## src/rtl/fp_pkg.sv

```systemverilog
// Shared definitions for the floating-point add/subtract block:
// FSM state encoding, flag bit positions and the canonical quiet-NaN pattern.
package fp_pkg;

    typedef enum logic [2:0] {
        S_IDLE,
        S_UNPACK,
        S_ALIGN,
        S_ADD,
        S_NORM,
        S_ROUND,
        S_OUTPUT
    } state_t;

    // Bit positions inside flags = {invalid, overflow, inexact}
    localparam int FLAG_INEXACT  = 0;
    localparam int FLAG_OVERFLOW = 1;
    localparam int FLAG_INVALID  = 2;
    localparam int FLAGS_W       = 3;

    // Widest word the NaN helper can build; callers slice the low bits.
    localparam int MAX_W = 64;

    // Canonical qNaN: sign 0, exponent all ones, mantissa MSB 1, rest 0.
    function automatic logic [MAX_W-1:0] qnan_bits(input int exp_w, input int man_w);
        logic [MAX_W-1:0] exp_ones;
        exp_ones = ((MAX_W'(1) << exp_w) - MAX_W'(1)) << man_w;
        return exp_ones | (MAX_W'(1) << (man_w - 1));
    endfunction

endpackage

```

## src/rtl/fp_addsub_param_if.sv

```systemverilog
// Request/response bundle of the floating-point add/subtract unit.
interface fp_addsub_param_if
    import fp_pkg::*;
#(
    parameter int EXP_W = 8,
    parameter int MAN_W = 23
);
    localparam int W = 1 + EXP_W + MAN_W;

    logic               start;
    logic               op;
    logic [W-1:0]       num1;
    logic [W-1:0]       num2;
    logic [W-1:0]       num_out;
    logic               done;
    logic               busy;
    logic [FLAGS_W-1:0] flags;

    modport master (
        output start, op, num1, num2,
        input  num_out, done, busy, flags
    );

    modport slave (
        input  start, op, num1, num2,
        output num_out, done, busy, flags
    );

endinterface

```

## src/rtl/fp_norm_shift.sv

```systemverilog
// One normalisation step on the working sum: a right shift on carry-out,
// otherwise a single left shift while the hidden bit is clear and the
// exponent is above the subnormal floor. An all-zero sum is finished at once.
module fp_norm_shift
    import fp_pkg::*;
#(
    parameter int EXP_W = 8,
    parameter int MAN_W = 23
) (
    input  logic [MAN_W+4:0]        mant_i,
    input  logic signed [EXP_W+1:0] exp_i,
    output logic [MAN_W+4:0]        mant_o,
    output logic signed [EXP_W+1:0] exp_o,
    output logic                    done_o
);
    // Carry sits at MX, hidden bit at MX-1, then fraction, guard, round, sticky.
    localparam int MX = MAN_W + 4;
    localparam logic signed [EXP_W+1:0] EXP_MIN = (EXP_W+2)'(1);

    // Single shift decision; done_o tells the FSM the sum is ready to round.
    always_comb begin
        mant_o = mant_i;
        exp_o  = exp_i;
        done_o = 1'b1;
        if (mant_i == '0) begin
            exp_o = EXP_MIN;
        end else if (mant_i[MX]) begin
            mant_o = {1'b0, mant_i[MX:2], mant_i[1] | mant_i[0]};
            exp_o  = exp_i + EXP_MIN;
        end else if (!mant_i[MX-1] && (exp_i > EXP_MIN)) begin
            mant_o = mant_i << 1;
            exp_o  = exp_i - EXP_MIN;
            done_o = mant_i[MX-2] || (exp_o == EXP_MIN);
        end
    end

endmodule

```

## src/rtl/fp_addsub_param.sv

```systemverilog
// Multi-cycle IEEE-754-style adder/subtractor with parameterised field widths.
// State advances on the falling clock edge; specials bypass the datapath.
module fp_addsub_param
    import fp_pkg::*;
#(
    parameter int EXP_W = 8,
    parameter int MAN_W = 23
) (
    input  logic             clk,
    input  logic             rst,
    fp_addsub_param_if.slave bus
);
    localparam int W     = 1 + EXP_W + MAN_W;
    localparam int MW    = MAN_W + 4;          // hidden | fraction | G | R | S
    localparam int EW    = EXP_W + 2;          // signed working exponent
    localparam int CNT_W = $clog2(MAN_W + 4);
    localparam logic [CNT_W-1:0]     CNT_MAX = CNT_W'(MAN_W + 3);
    localparam logic [CNT_W-1:0]     CNT_ONE = CNT_W'(1);
    localparam logic signed [EW-1:0] EXP_ONE = EW'(1);
    localparam logic signed [EW-1:0] EXP_INF = EW'((1 << EXP_W) - 1);
    localparam logic [MAX_W-1:0]     QNAN_WIDE = qnan_bits(EXP_W, MAN_W);
    localparam logic [W-1:0]         QNAN = QNAN_WIDE[W-1:0];

    function automatic logic rne_up(input logic lsb, input logic guard, input logic rs);
        return guard & (rs | lsb);
    endfunction

    function automatic logic [W-1:0] inf_word(input logic sign);
        return {sign, {EXP_W{1'b1}}, {MAN_W{1'b0}}};
    endfunction

    state_t               state_q, state_d;
    logic [W-1:0]         num_out_q, num_out_d;
    logic [FLAGS_W-1:0]   flags_q, flags_d;
    logic [W-1:0]         n1_q, n1_d, n2_q, n2_d;
    logic                 op_q, op_d;
    logic                 sa_q, sa_d, sb_q, sb_d;
    logic signed [EW-1:0] exp_q, exp_d, diff_q, diff_d;
    logic [CNT_W-1:0]     cnt_q, cnt_d;
    logic [MW-1:0]        ma_q, ma_d, mb_q, mb_d;
    logic [MW:0]          sum_q, sum_d;
    logic                 rsign_q, rsign_d;

    // Operand fields; num2 carries its effective sign (sign XOR op).
    logic                 s1, s2;
    logic [EXP_W-1:0]     e1f, e2f;
    logic [MAN_W-1:0]     f1, f2;
    logic                 nan1, nan2, inf1, inf2;
    logic signed [EW-1:0] e1, e2;
    logic [MW-1:0]        m1, m2;

    assign {s1, e1f, f1} = n1_q;
    assign s2   = n2_q[W-1] ^ op_q;
    assign e2f  = n2_q[W-2:MAN_W];
    assign f2   = n2_q[MAN_W-1:0];
    assign nan1 = (&e1f) & (|f1);
    assign nan2 = (&e2f) & (|f2);
    assign inf1 = (&e1f) & ~(|f1);
    assign inf2 = (&e2f) & ~(|f2);
    assign e1   = (|e1f) ? $signed({2'b00, e1f}) : EXP_ONE;
    assign e2   = (|e2f) ? $signed({2'b00, e2f}) : EXP_ONE;
    assign m1   = {|e1f, f1, 3'b000};
    assign m2   = {|e2f, f2, 3'b000};

    // Round-to-nearest-even on the normalised sum.
    logic                 inexact, rnd_up, hid_rnd;
    logic [MAN_W+1:0]     man_rnd;
    logic [MAN_W-1:0]     frac_rnd;
    logic signed [EW-1:0] exp_rnd;
    logic [EXP_W-1:0]     exp_fld;

    assign inexact  = |sum_q[2:0];
    assign rnd_up   = rne_up(sum_q[3], sum_q[2], sum_q[1] | sum_q[0]);
    assign man_rnd  = {1'b0, sum_q[MW-1:3]} + (MAN_W+2)'(rnd_up);
    assign hid_rnd  = man_rnd[MAN_W+1] | man_rnd[MAN_W];
    assign frac_rnd = man_rnd[MAN_W+1] ? man_rnd[MAN_W:1] : man_rnd[MAN_W-1:0];
    assign exp_rnd  = man_rnd[MAN_W+1] ? (exp_q + EXP_ONE) : exp_q;
    assign exp_fld  = hid_rnd ? exp_rnd[EXP_W-1:0] : {EXP_W{1'b0}};

    logic [MW:0]          norm_mant;
    logic signed [EW-1:0] norm_exp;
    logic                 norm_done;

    fp_norm_shift #(
        .EXP_W (EXP_W),
        .MAN_W (MAN_W)
    ) u_norm (
        .mant_i (sum_q),
        .exp_i  (exp_q),
        .mant_o (norm_mant),
        .exp_o  (norm_exp),
        .done_o (norm_done)
    );

    // Next-state, result and datapath updates for each FSM phase.
    always_comb begin
        state_d   = state_q;
        num_out_d = num_out_q;
        flags_d   = flags_q;
        n1_d      = n1_q;
        n2_d      = n2_q;
        op_d      = op_q;
        sa_d      = sa_q;
        sb_d      = sb_q;
        exp_d     = exp_q;
        diff_d    = diff_q;
        cnt_d     = cnt_q;
        ma_d      = ma_q;
        mb_d      = mb_q;
        sum_d     = sum_q;
        rsign_d   = rsign_q;
        case (state_q)
            S_IDLE: begin
                if (bus.start) begin
                    n1_d    = bus.num1;
                    n2_d    = bus.num2;
                    op_d    = bus.op;
                    state_d = S_UNPACK;
                end
            end
            S_UNPACK: begin
                cnt_d = '0;
                if (nan1 | nan2 | (inf1 & inf2 & (s1 != s2))) begin
                    num_out_d              = QNAN;
                    flags_d                = '0;
                    flags_d[FLAG_INVALID]  = 1'b1;
                    state_d                = S_OUTPUT;
                end else if (inf1) begin
                    num_out_d = inf_word(s1);
                    flags_d   = '0;
                    state_d   = S_OUTPUT;
                end else if (inf2) begin
                    num_out_d = inf_word(s2);
                    flags_d   = '0;
                    state_d   = S_OUTPUT;
                end else if (e2 > e1) begin
                    exp_d   = e2;
                    diff_d  = e2 - e1;
                    sa_d    = s2;
                    ma_d    = m2;
                    sb_d    = s1;
                    mb_d    = m1;
                    state_d = S_ALIGN;
                end else begin
                    exp_d   = e1;
                    diff_d  = e1 - e2;
                    sa_d    = s1;
                    ma_d    = m1;
                    sb_d    = s2;
                    mb_d    = m2;
                    state_d = S_ALIGN;
                end
            end
            S_ALIGN: begin
                if (diff_q == '0) begin
                    state_d = S_ADD;
                end else if (cnt_q == CNT_MAX) begin
                    // Everything has already fallen into sticky; finish in one go.
                    mb_d    = {{(MW-1){1'b0}}, |mb_q};
                    diff_d  = '0;
                    state_d = S_ADD;
                end else begin
                    mb_d   = {1'b0, mb_q[MW-1:2], mb_q[1] | mb_q[0]};
                    diff_d = diff_q - EXP_ONE;
                    cnt_d  = cnt_q + CNT_ONE;
                    if (diff_q == EXP_ONE) begin
                        state_d = S_ADD;
                    end
                end
            end
            S_ADD: begin
                if (sa_q == sb_q) begin
                    sum_d   = {1'b0, ma_q} + {1'b0, mb_q};
                    rsign_d = sa_q;
                end else if (ma_q >= mb_q) begin
                    sum_d   = {1'b0, ma_q} - {1'b0, mb_q};
                    rsign_d = (ma_q == mb_q) ? 1'b0 : sa_q;
                end else begin
                    sum_d   = {1'b0, mb_q} - {1'b0, ma_q};
                    rsign_d = sb_q;
                end
                state_d = S_NORM;
            end
            S_NORM: begin
                sum_d = norm_mant;
                exp_d = norm_exp;
                if (norm_done) begin
                    state_d = S_ROUND;
                end
            end
            S_ROUND: begin
                flags_d = '0;
                if (exp_rnd >= EXP_INF) begin
                    num_out_d              = inf_word(rsign_q);
                    flags_d[FLAG_OVERFLOW] = 1'b1;
                    flags_d[FLAG_INEXACT]  = 1'b1;
                end else begin
                    num_out_d             = {rsign_q, exp_fld, frac_rnd};
                    flags_d[FLAG_INEXACT] = inexact;
                end
                state_d = S_OUTPUT;
            end
            S_OUTPUT: begin
                state_d = S_IDLE;
            end
            default: begin
                state_d = S_IDLE;
            end
        endcase
    end

    // Control state and visible results; reset clears them immediately.
    always_ff @(negedge clk or posedge rst) begin
        if (rst) begin
            state_q   <= S_IDLE;
            num_out_q <= '0;
            flags_q   <= '0;
        end else begin
            state_q   <= state_d;
            num_out_q <= num_out_d;
            flags_q   <= flags_d;
        end
    end

    // Working datapath registers; always loaded before use, so no reset.
    always_ff @(negedge clk) begin
        n1_q    <= n1_d;
        n2_q    <= n2_d;
        op_q    <= op_d;
        sa_q    <= sa_d;
        sb_q    <= sb_d;
        exp_q   <= exp_d;
        diff_q  <= diff_d;
        cnt_q   <= cnt_d;
        ma_q    <= ma_d;
        mb_q    <= mb_d;
        sum_q   <= sum_d;
        rsign_q <= rsign_d;
    end

    assign bus.done    = (state_q == S_OUTPUT);
    assign bus.busy    = (state_q != S_IDLE);
    assign bus.num_out = num_out_q;
    assign bus.flags   = flags_q;

endmodule

```

## src/flat_wrapper.sv

```systemverilog
// flat-port wrapper written by rule: the top's interface ports become plain ports
module fp_addsub_param_flat import fp_pkg::*;
#(
    parameter int EXP_W = 8,
    parameter int MAN_W = 23
)
  (clk, rst, bus_start, bus_op, bus_num1, bus_num2, bus_num_out, bus_done, bus_busy, bus_flags);
  fp_addsub_param_if #(.EXP_W(EXP_W), .MAN_W(MAN_W)) bus_i ();
  input  logic clk;
  input  logic rst;
  input wire logic [$bits(bus_i.start)-1:0] bus_start;
  input wire logic [$bits(bus_i.op)-1:0] bus_op;
  input wire logic [$bits(bus_i.num1)-1:0] bus_num1;
  input wire logic [$bits(bus_i.num2)-1:0] bus_num2;
  output wire logic [$bits(bus_i.num_out)-1:0] bus_num_out;
  output wire logic [$bits(bus_i.done)-1:0] bus_done;
  output wire logic [$bits(bus_i.busy)-1:0] bus_busy;
  output wire logic [$bits(bus_i.flags)-1:0] bus_flags;
  assign bus_i.start = bus_start;
  assign bus_i.op = bus_op;
  assign bus_i.num1 = bus_num1;
  assign bus_i.num2 = bus_num2;
  assign bus_num_out = bus_i.num_out;
  assign bus_done = bus_i.done;
  assign bus_busy = bus_i.busy;
  assign bus_flags = bus_i.flags;
  fp_addsub_param #(.EXP_W(EXP_W), .MAN_W(MAN_W)) u_core (.clk(clk), .rst(rst), .bus(bus_i));
endmodule
```

## config.mk

```make
export PLATFORM = sky130hd
export DESIGN_NAME = fp_addsub_param_flat
export DESIGN_NICKNAME = d
export VERILOG_FILES = /design/src/rtl/fp_pkg.sv /design/src/rtl/fp_addsub_param_if.sv /design/src/rtl/fp_norm_shift.sv /design/src/rtl/fp_addsub_param.sv /design/src/flat_wrapper.sv
export SDC_FILE = /design/constraint.sdc
export NUM_CORES = 1
export LEC_CHECK = 0
export CORE_MARGIN = 4
export CORE_UTILIZATION = 53
export DETAILED_ROUTE_END_ITERATION = 6
export HOLD_SLACK_MARGIN = 0.03
export PLACE_DENSITY = 0.73
export SLEW_MARGIN = 40
export SYNTH_ARGS = -nofsm -noshare
export SYNTH_HDL_FRONTEND = slang
export SYNTH_SLANG_ARGS = --single-unit
```

## constraint.sdc

```tcl
create_clock -name clk -period 7.7 [get_ports clk]
set_input_delay 2.31 -clock clk [delete_from_list [all_inputs] [get_ports clk]]
set_output_delay 2.31 -clock clk [all_outputs]
set_load 0.01 [all_outputs]
```

[Yosys cells after proc, flatten, opt, wreduce, memory -nomap -nowiden]
Cells that the tools add are included.
Word-level totals
  bits in registers: 213
  bits in latches: 0
  RAM bits: 0
  memory bits (read-only): 0
  input bits: 68
  output and inout port bits: 37
  logic and storage cells: 166
  memories: 0
Cells by class
  $add $sub $neg: 10
  multiply operators: 0
  div/mod/pow operators: 0
  magnitude comparators: 4
  equality and inequality tests: 24
  shifts and indexed selects: 0
  multiplexer cells: 65
  bitwise gates (word level): 19
  reduce and logical (&&, ||, !) cells: 28
Operators with widths (count)
  27-bit two-way mux: 6
  10-bit two-way mux: 14
  28-bit two-way mux: 5
  32-bit two-way mux: 3
  32-bit one-hot mux with 2 select lines: 1
  28-bit one-hot mux with 2 select lines: 1
  27-bit by 27-bit subtractor with 28-bit output: 2
  27-bit one-hot mux with 2 select lines: 1
  23-bit OR reduction: 2
  10-bit one-hot mux with 2 select lines: 2
  3-bit two-way mux: 11
  31-bit two-way mux: 1
  27-bit by 27-bit adder with 28-bit output: 1
  28-bit logical NOT: 1
  27-bit == test: 1
  27-bit >= comparator: 1
  27-bit OR reduction: 1
  26-bit two-way mux: 1
  24-bit by 1-bit adder with 25-bit output: 1
  8-bit two-way mux: 3
  23-bit two-way mux: 1
  10-bit by 2-bit == test with 1-bit output, second input constant: 2
  10-bit subtractor: 2
  10-bit by 2-bit subtractor with 10-bit output, second input constant: 2
  other kinds (39): 84

[Longest topological paths before layout]
Gate-level depths: netlist of run 1.
  depth in word-level cells: 8
  mapped depth: 18

[Hierarchy]
A second synthesis of run 1 with hierarchy kept.
Unflattened totals
  cells, all modules: 1621
  area, all modules: 15189.6 um^2
Modules (own cells, without submodules)
  fp_addsub_param: times used 1, cells an instance 1426, area an instance 13944.6 um^2, sequential area each 6115.9 um^2
  fp_norm_shift: times used 1, cells an instance 195, area an instance 1244.9 um^2, sequential area each 0.0 um^2

==> insert_results.sql, run 1 <==
INSERT INTO impl_metrics (metric_group, metric, value, unit) VALUES
('status', 'run_status', 'complete, no violations', ''),
('die', 'top_level_ports', '105', ''),
('routing', 'number_of_remaining_drc_errors', '0', ''),
('routing', 'maxUsedRoutingLayer', 'met4', ''),
('routing', 'totalWireLength', '41500', 'um'),
('final_layout', 'synth_to_layout_area_growth', '18.4', '%'),
('place', 'dp.final_hpwl', '31200', 'um'),
('synth', 'yosysTopAreaCell', 'edfxtp_1', ''),
('timing', 'worst-slew-pin-transition', '0.838', 'ns'),
('critical_path', 'r2r_start', 'u_core.n1_q[24]$_DFFE_NP_', ''),
('timing', 'setup_viol', '0', ''),
('grt', 'grt_use_total', '26.3', '%'),
('critical_path', 'worst-path-buf-inv', '1', ''),
('clock_network', 'cts.path.max_buffers', '3', ''),
('final_layout', 'insertedDiodeCount', '0', ''),
('timing', 'fin_worst_hold_slack', '0.414', 'ns'),
('worst_hold_path', 'min_to', 'u_core.bus.num_out[6]$_DFFE_NP0P_', ''),
('critical_path', 'crit_path_start_kind', 'flop', ''),
('grt', 'grt_antenna_before_repair', '0', ''),
('synth', 'edff_count_synth', '172', ''),
('critical_path', 'reg2regPathDepth', '16', ''),
('clock_network', 'worstSkewPairLatency', '0.59', 'ns'),
('worst_hold_path', 'worst_hold_path.num_cells', '2', ''),
('synth', 'ys.flop_type', 'edfxtp_1', ''),
('clock_network', 'ctsHoldBuffers', '0', ''),
('synth', 'post_synth_num_cell_types', '82', ''),
('synth', 'ys_seq_elements', '210', ''),
('clock_network', 'clock_sinks', '210', ''),
('synth', 'post_synth_main_area_contributors', 'edfxtp_1 (34%), ha_1 (8.2%), dfrtn_1 (6.3%)', ''),
('critical_path', 'cp-end-kind', 'output pin', ''),
('grt', 'grt_pass1_vias', '13200', ''),
('worst_hold_path', 'timing.hold.worst.class', 'flop to flop', ''),
('routing', 'met1_length', '18900', 'um'),
('power', 'power_density', '484', 'nW/um2'),
('clock_network', 'cts-htree-levels', '1', ''),
('synth', 'synth.yosys.seq_area_share', '40.7', '%'),
('power', 'cellLeakagePower', '7.55', 'nW'),
('die', 'dieHeight', '176', 'um'),
('synth', 'yosys-mux-area-fraction', '2.41', '%'),
('die', 'core_region_area', '27900', 'um2'),
('synth', 'synth_top_area_share', '34.4', '%'),
('clock_network', 'clk_transition_reported_paths', '0.04', 'ns'),
('critical_path', 'critical_path.top_delay_family', 'buffers and inverters', ''),
('timing', 'clock-skew-final', '0.0717', 'ns'),
('synth', 'synthAdderAreaFrac', '8.69', '%'),
('timing', 'max_slew_violations', '0', ''),
('place', 'dpl_cell_area', '16400', 'um2'),
('die', 'fp.dieArea', '31100', 'um2'),
('critical_path', 'crit_path_max_incr_delay', '0.54', 'ns'),
('critical_path', 'critical_path_peak_fanout', '3', ''),
('place', 'placement.setup.worst_slack', '0.181', 'ns'),
('synth', 'post_synth_and_or_nand_nor_area_fraction', '18.2', '%'),
('final_layout', 'post_route_cells_drive_above_1_share', '6.20', '%'),
('synth', 'avgSynthCellArea', '8.99', 'um2'),
('critical_path', 'cp_data_required_time', '5.39', 'ns'),
('routing', 'wl_met3', '2680', 'um'),
('timing', 'rsz_0062_raised_after_global_routing', 'false', ''),
('timing', 'hold_viol_final', '0', ''),
('routing', 'vias_per_cell', '5.88', ''),
('power', 'total_power', '8.61', 'mW'),
('grt', 'grt_pass1_wl', '67000', 'um'),
('synth', 'synth.yosys.warnings', '0', ''),
('critical_path', 'critical_path.cell_chain', 'clkdlybuf4s50_1', ''),
('grt', 'global_route.overflow_total', '0', ''),
('critical_path', 'path_class', 'flop to output pin', ''),
('clock_network', 'tritoncts', 'done', ''),
('die', 'floorplan.initialDensity', '53.9', '%'),
('synth', 'syn_inst', '1672', ''),
('grt', 'grt_max_degree', '77', ''),
('synth', 'syn-num-nets', '1842', ''),
('routing', 'initialDrtViolationCount', '1098', '');
==> layout make-up <==
type | instances | area (um2)
clock inverter | 187 | 786
clock buffer | 27 | 622
fill | 2418 | 10100
sequential | 210 | 6120
multi-input combinational | 1242 | 8130
timing repair buffer | 129 | 1270
inverter | 107 | 402
tap | 378 | 473
==> cell usage after synthesis, drive strengths merged (22+ instances only) <==
| library cell | count |
|---|---|
| a21oi | 116 |
| a31oi | 26 |
| buf | 31 |
| clkbuf | 81 |
| dfrtn | 38 |
| edfxtp | 172 |
| ha | 98 |
| inv | 108 |
| mux2i | 34 |
| nand2 | 211 |
| nand3 | 24 |
| nand4 | 34 |
| nor2 | 120 |
| nor3 | 30 |
| nor4 | 36 |
| o211ai | 22 |
| o21ai | 119 |
| o22ai | 39 |
| xnor2 | 48 |
| xor2 | 22 |
==> logic make-up (layout without fill, tap and decap cells) <==
logic type,Yosys count,after routing
buffers and inverters,220,450
AOI/OAI and AO/OA,471,471
and+or+nand+nor,563,563
muxes,36,36
adders and majority gates,102,102
xor gates and xnor gates,70,70
DFF,210,210
==> worst reg2reg max path, cell delays in order (launching register included) <==
cell and delay (ns):
edfxtp_1 0.44, or4_1 0.55, nor2_1 0.19, nor2_1 0.09
inv_1 0.07, ha_1 0.14, inv_1 0.06, fa_1 0.39
a21o_1 0.20, a221o_1 0.38, a31o_2 0.29, nand2_2 0.49
mux2i_1 0.21, a21boi_0 0.38, o211ai_1 0.20, and4_1 0.23
o32ai_1 0.24
==> flip-flops by register name (all words and copies together) (netlist names), 10 cells and up <==
register,flops
u_core.bus.num_out,32
u_core.diff_q,10
u_core.exp_q,10
u_core.ma_q,24
u_core.mb_q,27
u_core.n1_q,32
u_core.n2_q,32
u_core.sum_q,28
==> routing by layer <==
| layer | vias to the layer above | track usage [%] |
|---|---|---|
| met3 | 83 | 5.67 |
| met4 | 0 | 10.6 |
| met1 | 6274 | 36.7 |
| li1 | 6546 | - |
| met2 | 509 | 40.1 |
| met5 | - | 0 |
==> layout by cell type, fill, tap and decap left out, drive strengths merged, types with 36 or more instances in the layout <==
master and count:
inv 285, nand2 211, edfxtp 172, nor2 120, o21ai 119, a21oi 116
clkdlybuf4s50 102, ha 98, xnor2 48, o22ai 39, dfrtn 38, nor4 36
==> how the worst max path moves through the flow <==
stage	slack [ns]	cells after the start	to	from
3_3_place_gp	0.20	2	bus_busy	u_core.state_q[1]$_DFFE_NP0P_
3_5_place_dp	0.18	2	bus_busy	u_core.state_q[1]$_DFFE_NP0P_
5_1_grt	0.002	1	bus_flags[2]	u_core.bus.flags[2]$_DFFE_NP0P_
4_1_cts	0.03	1	bus_flags[2]	u_core.bus.flags[2]$_DFFE_NP0P_
6_report	0.05	1	bus_flags[2]	u_core.bus.flags[2]$_DFFE_NP0P_
2_1_floorplan	0.11	2	u_core.n1_q[0]$_DFFE_NP_	bus_start
==> report_power, final <==
part	leakage, nW	total (mW)	internal [mW]	switching (mW)
sequential	2.08	2.46	1.94	0.520
combinational	4.17	4.70	1.79	2.91
clock	1.30	1.45	0.767	0.682
total	7.55	8.61	4.50	4.11
==> per-stage QoR <==
step	instances	util, %
6_report	2280	63.9
5_1_grt	2280	63.9
4_1_cts	2279	63.8
3_5_place_dp	2065	58.7
3_3_place_gp	2064	58.6
2_1_floorplan	1672	-
==> what timing repair did <==
action,in CTS,in global routing
resized for setup,6,0
setup endpoints to repair,2,0
buffers inserted,1,0
Note: power is estimated with default switching activity, not from simulation.
==> run 2: changes to the inputs <==
--- a/config.mk
+++ b/config.mk
@@ -5,7 +5,7 @@
 export SDC_FILE = /design/constraint.sdc
 export NUM_CORES = 1
 export LEC_CHECK = 0
-export CORE_MARGIN = 4
+export ABC_AREA = 0
 export CORE_UTILIZATION = 53
 export DETAILED_ROUTE_END_ITERATION = 6
 export HOLD_SLACK_MARGIN = 0.03
==> run 2 against run 1 <==
Sequential power hardly changed. Power down 0.34%. Clock-buffer cell count is 2 lower. Via count up 0.60%. Flip-flop and latch count unchanged. Worst setup slack improved by 0.014 ns.
==> insert_results.sql, run 2 (same netlist as run 1, synthesis figures left out) <==
INSERT INTO impl_metrics (metric_group, metric, value, unit) VALUES
('status', 'run_status', 'complete, no violations', ''),
('power', 'power_density', '483', 'nW/um2'),
('clock_network', 'clock_sinks', '210', ''),
('final_layout', 'final_non_filler_cell_total', '2282', ''),
('critical_path', 'critical_path.top_delay_family', 'buffers and inverters', ''),
('routing', 'met1_length', '18900', 'um'),
('routing', 'met2_length', '18300', 'um'),
('timing', 'clock-skew-final', '0.0911', 'ns'),
('grt', 'grt_pass1_vias', '12900', ''),
('place', 'place.gp.congestion', '0.928', ''),
('final_layout', 'final_common_cell', 'inv_1', ''),
('final_layout', 'post_route_cells_drive_above_1_share', '6.25', '%'),
('die', 'dieHeight', '170', 'um'),
('routing', 'maxUsedRoutingLayer', 'met5', ''),
('die', 'floorplan.initialDensity', '53.9', '%'),
('die', 'die_x', '170', 'um'),
('critical_path', 'crit_path_max_incr_delay', '0.54', 'ns'),
('clock_network', 'tritoncts.num_buffers', '24', ''),
('final_layout', 'most_frequent_cells_in_the_layout', 'inv_1 (284), nand2_1 (208), edfxtp_1 (172)', ''),
('grt', 'grt_pass1_wl', '65900', 'um'),
('critical_path', 'cp-end-kind', 'output pin', ''),
('timing', 'worst-slew-pin-transition', '0.780', 'ns'),
('critical_path', 'critical_path_peak_fanout', '2', ''),
('job', 'max_cap_viol_count', '0', ''),
('critical_path', 'worst_setup_path_endpoint', 'bus_num_out[2]', ''),
('grt', 'global_route.overflow_total', '0', ''),
('critical_path', 'r2r-end', 'u_core.diff_q[7]$_DFFE_NP_', ''),
('power', 'total_power', '8.58', 'mW'),
('timing', 'setup_viol', '0', ''),
('final_layout', 'insertedDiodeCount', '0', ''),
('die', 'fp.dieArea', '29000', 'um2'),
('final_layout', 'synth_to_layout_area_growth', '18.3', '%'),
('clock_network', 'cts-root-buf', 'clkbuf_16', ''),
('place', 'dp.final_hpwl', '30700', 'um'),
('clock_network', 'tritoncts', 'done', ''),
('timing', 'slew_headroom', '46.6', '%'),
('routing', 'initialDrtViolationCount', '1147', ''),
('routing', 'drt.antenna.violating_nets', '0', ''),
('timing', 'hold_viol_final', '0', ''),
('clock_network', 'cts.path.max_buffers', '3', ''),
('power', 'cellLeakagePower', '7.55', 'nW'),
('critical_path', 'cp_data_arrival_time', '5.33', 'ns'),
('critical_path', 'worst-path-buf-inv', '1', ''),
('critical_path', 'reg2regPathDepth', '16', ''),
('grt', 'grt_use_total', '28.6', '%'),
('grt', 'grt_antenna_before_repair', '1', ''),
('grt', 'grt_max_degree', '65', ''),
('routing', 'number_of_remaining_drc_errors', '0', ''),
('clock_network', 'cts-htree-levels', '1', ''),
('final_layout', 'finish.instance_area', '17800', 'um2'),
('die', 'floorplan.rows', '61', ''),
('die', 'core_region_area', '27900', 'um2'),
('clock_network', 'worstSkewPairLatency', '0.62', 'ns'),
('power', 'ir_worst_vdd', '0.000280', 'V'),
('critical_path', 'timing.critical_path.from', 'u_core.bus.num_out[2]$_DFFE_NP0P_', ''),
('place', 'dp.cells', '2065', ''),
('die', 'top_level_ports', '105', ''),
('routing', 'wl_met3', '2680', 'um'),
('critical_path', 'critical_path_depth', '1', ''),
('worst_hold_path', 'timing.hold.worst.class', 'flop to flop', ''),
('clock_network', 'clk_transition_reported_paths', '0.04', 'ns'),
('timing', 'max_slew_violations', '0', ''),
('timing', 'tns', '0', 'ns'),
('critical_path', 'critical-path-slowest-cell', 'clkdlybuf4s50_1', ''),
('routing', 'vias', '13500', ''),
('place', 'dpl_cell_area', '16300', 'um2'),
('final_layout', 'finalCoreUtilization', '63.8', '%'),
('critical_path', 'reg2reg_setup_slack', '2.92', 'ns'),
('critical_path', 'critical_path.cell_chain', 'clkdlybuf4s50_1', ''),
('routing', 'wire_per_inst', '18.1', 'um'),
('timing', 'rsz_0062_raised_after_global_routing', 'false', ''),
('critical_path', 'path_class', 'flop to output pin', ''),
('critical_path', 'cp_data_required_time', '5.39', 'ns'),
('critical_path', 'crit_path_start_kind', 'flop', ''),
('routing', 'totalWireLength', '41300', 'um'),
('place', 'port_buffers', '104', ''),
('routing', 'vias_per_cell', '5.91', ''),
('critical_path', 'r2r_start', 'u_core.n1_q[24]$_DFFE_NP_', ''),
('final_layout', 'nNetsFinal', '2056', ''),
('routing', 'drt_first_pass_iters', '5', '');
==> run 2: cell types whose count changed in the layout (fill, tap and decap cells not counted), moves of 2 or more <==
| cell | delta |
|---|---|
| buf_4 | +2 |
| clkbuf_1 | -2 |
| clkbuf_16 | +2 |
| inv_1 | +2 |
| clkinvlp_2 | +3 |
| buf_8 | -2 |
==> run 2: what timing repair did <==
action / in CTS / in global routing
endpoints found under the setup margin: 2 / 2
hold buffers: 0 / 0
buffers inserted: 1 / 0
hold endpoints to repair: 0 / 0
resized for setup: 4 / 2
==> run 2: area by class of cell <==
type,instances,area (um2)
fillers,2395,10100
multi-input cells,1242,8120
flip-flops and latches,210,6120
repair buffers,129,1270
clock inverters,191,774
clock buffers,25,626
well taps,378,473
inverters,107,402
==> run 2: worst reg2reg max path, cell delays in order (launching register included) <==
cell,delay [ns]
edfxtp_1,0.42
or4_1,0.56
nor2_1,0.21
nor2_1,0.10
inv_1,0.08
ha_1,0.14
inv_1,0.06
fa_1,0.38
a21o_1,0.20
a221o_1,0.39
a31o_2,0.30
nand2_2,0.48
mux2i_1,0.21
a21boi_0,0.39
o211ai_1,0.20
and4_1,0.23
o32ai_1,0.24
==> run 2: worst min path at each step <==
stage / startpoint / to / cells after the start
2_1_floorplan: u_core.rsign_q$_DFFE_NP_ / u_core.bus.num_out[31]$_DFFE_NP0P_ / 2
3_3_place_gp: u_core.bus.num_out[6]$_DFFE_NP0P_ / u_core.bus.num_out[6]$_DFFE_NP0P_ / 2
3_5_place_dp: u_core.bus.num_out[6]$_DFFE_NP0P_ / u_core.bus.num_out[6]$_DFFE_NP0P_ / 2
4_1_cts: u_core.bus.num_out[6]$_DFFE_NP0P_ / u_core.bus.num_out[6]$_DFFE_NP0P_ / 2
5_1_grt: u_core.bus.num_out[5]$_DFFE_NP0P_ / u_core.bus.num_out[5]$_DFFE_NP0P_ / 2
6_report: u_core.bus.num_out[6]$_DFFE_NP0P_ / u_core.bus.num_out[6]$_DFFE_NP0P_ / 2
==> run 2: power breakdown <==
part           internal, mW  total, mW  switching [mW]
Sequential             1.94       2.47           0.530
Clock                 0.742       1.43           0.692
Combinational          1.79       4.68            2.89
==> run 2: metrics by stage <==
step           setup slack, ns  hold slack (ns)
2_1_floorplan            0.106            0.399
3_3_place_gp             0.201            0.411
3_5_place_dp             0.182            0.415
4_1_cts                0.00123            0.415
5_1_grt                0.00366            0.442
6_report                0.0615            0.410
==> run 2: metal layers <==
layer  GRT usage, %  up-vias
met4           12.5        2
li1               -     6548
met2           43.7      482
met5              0        -
met3           6.33       76
met1           39.0     6385
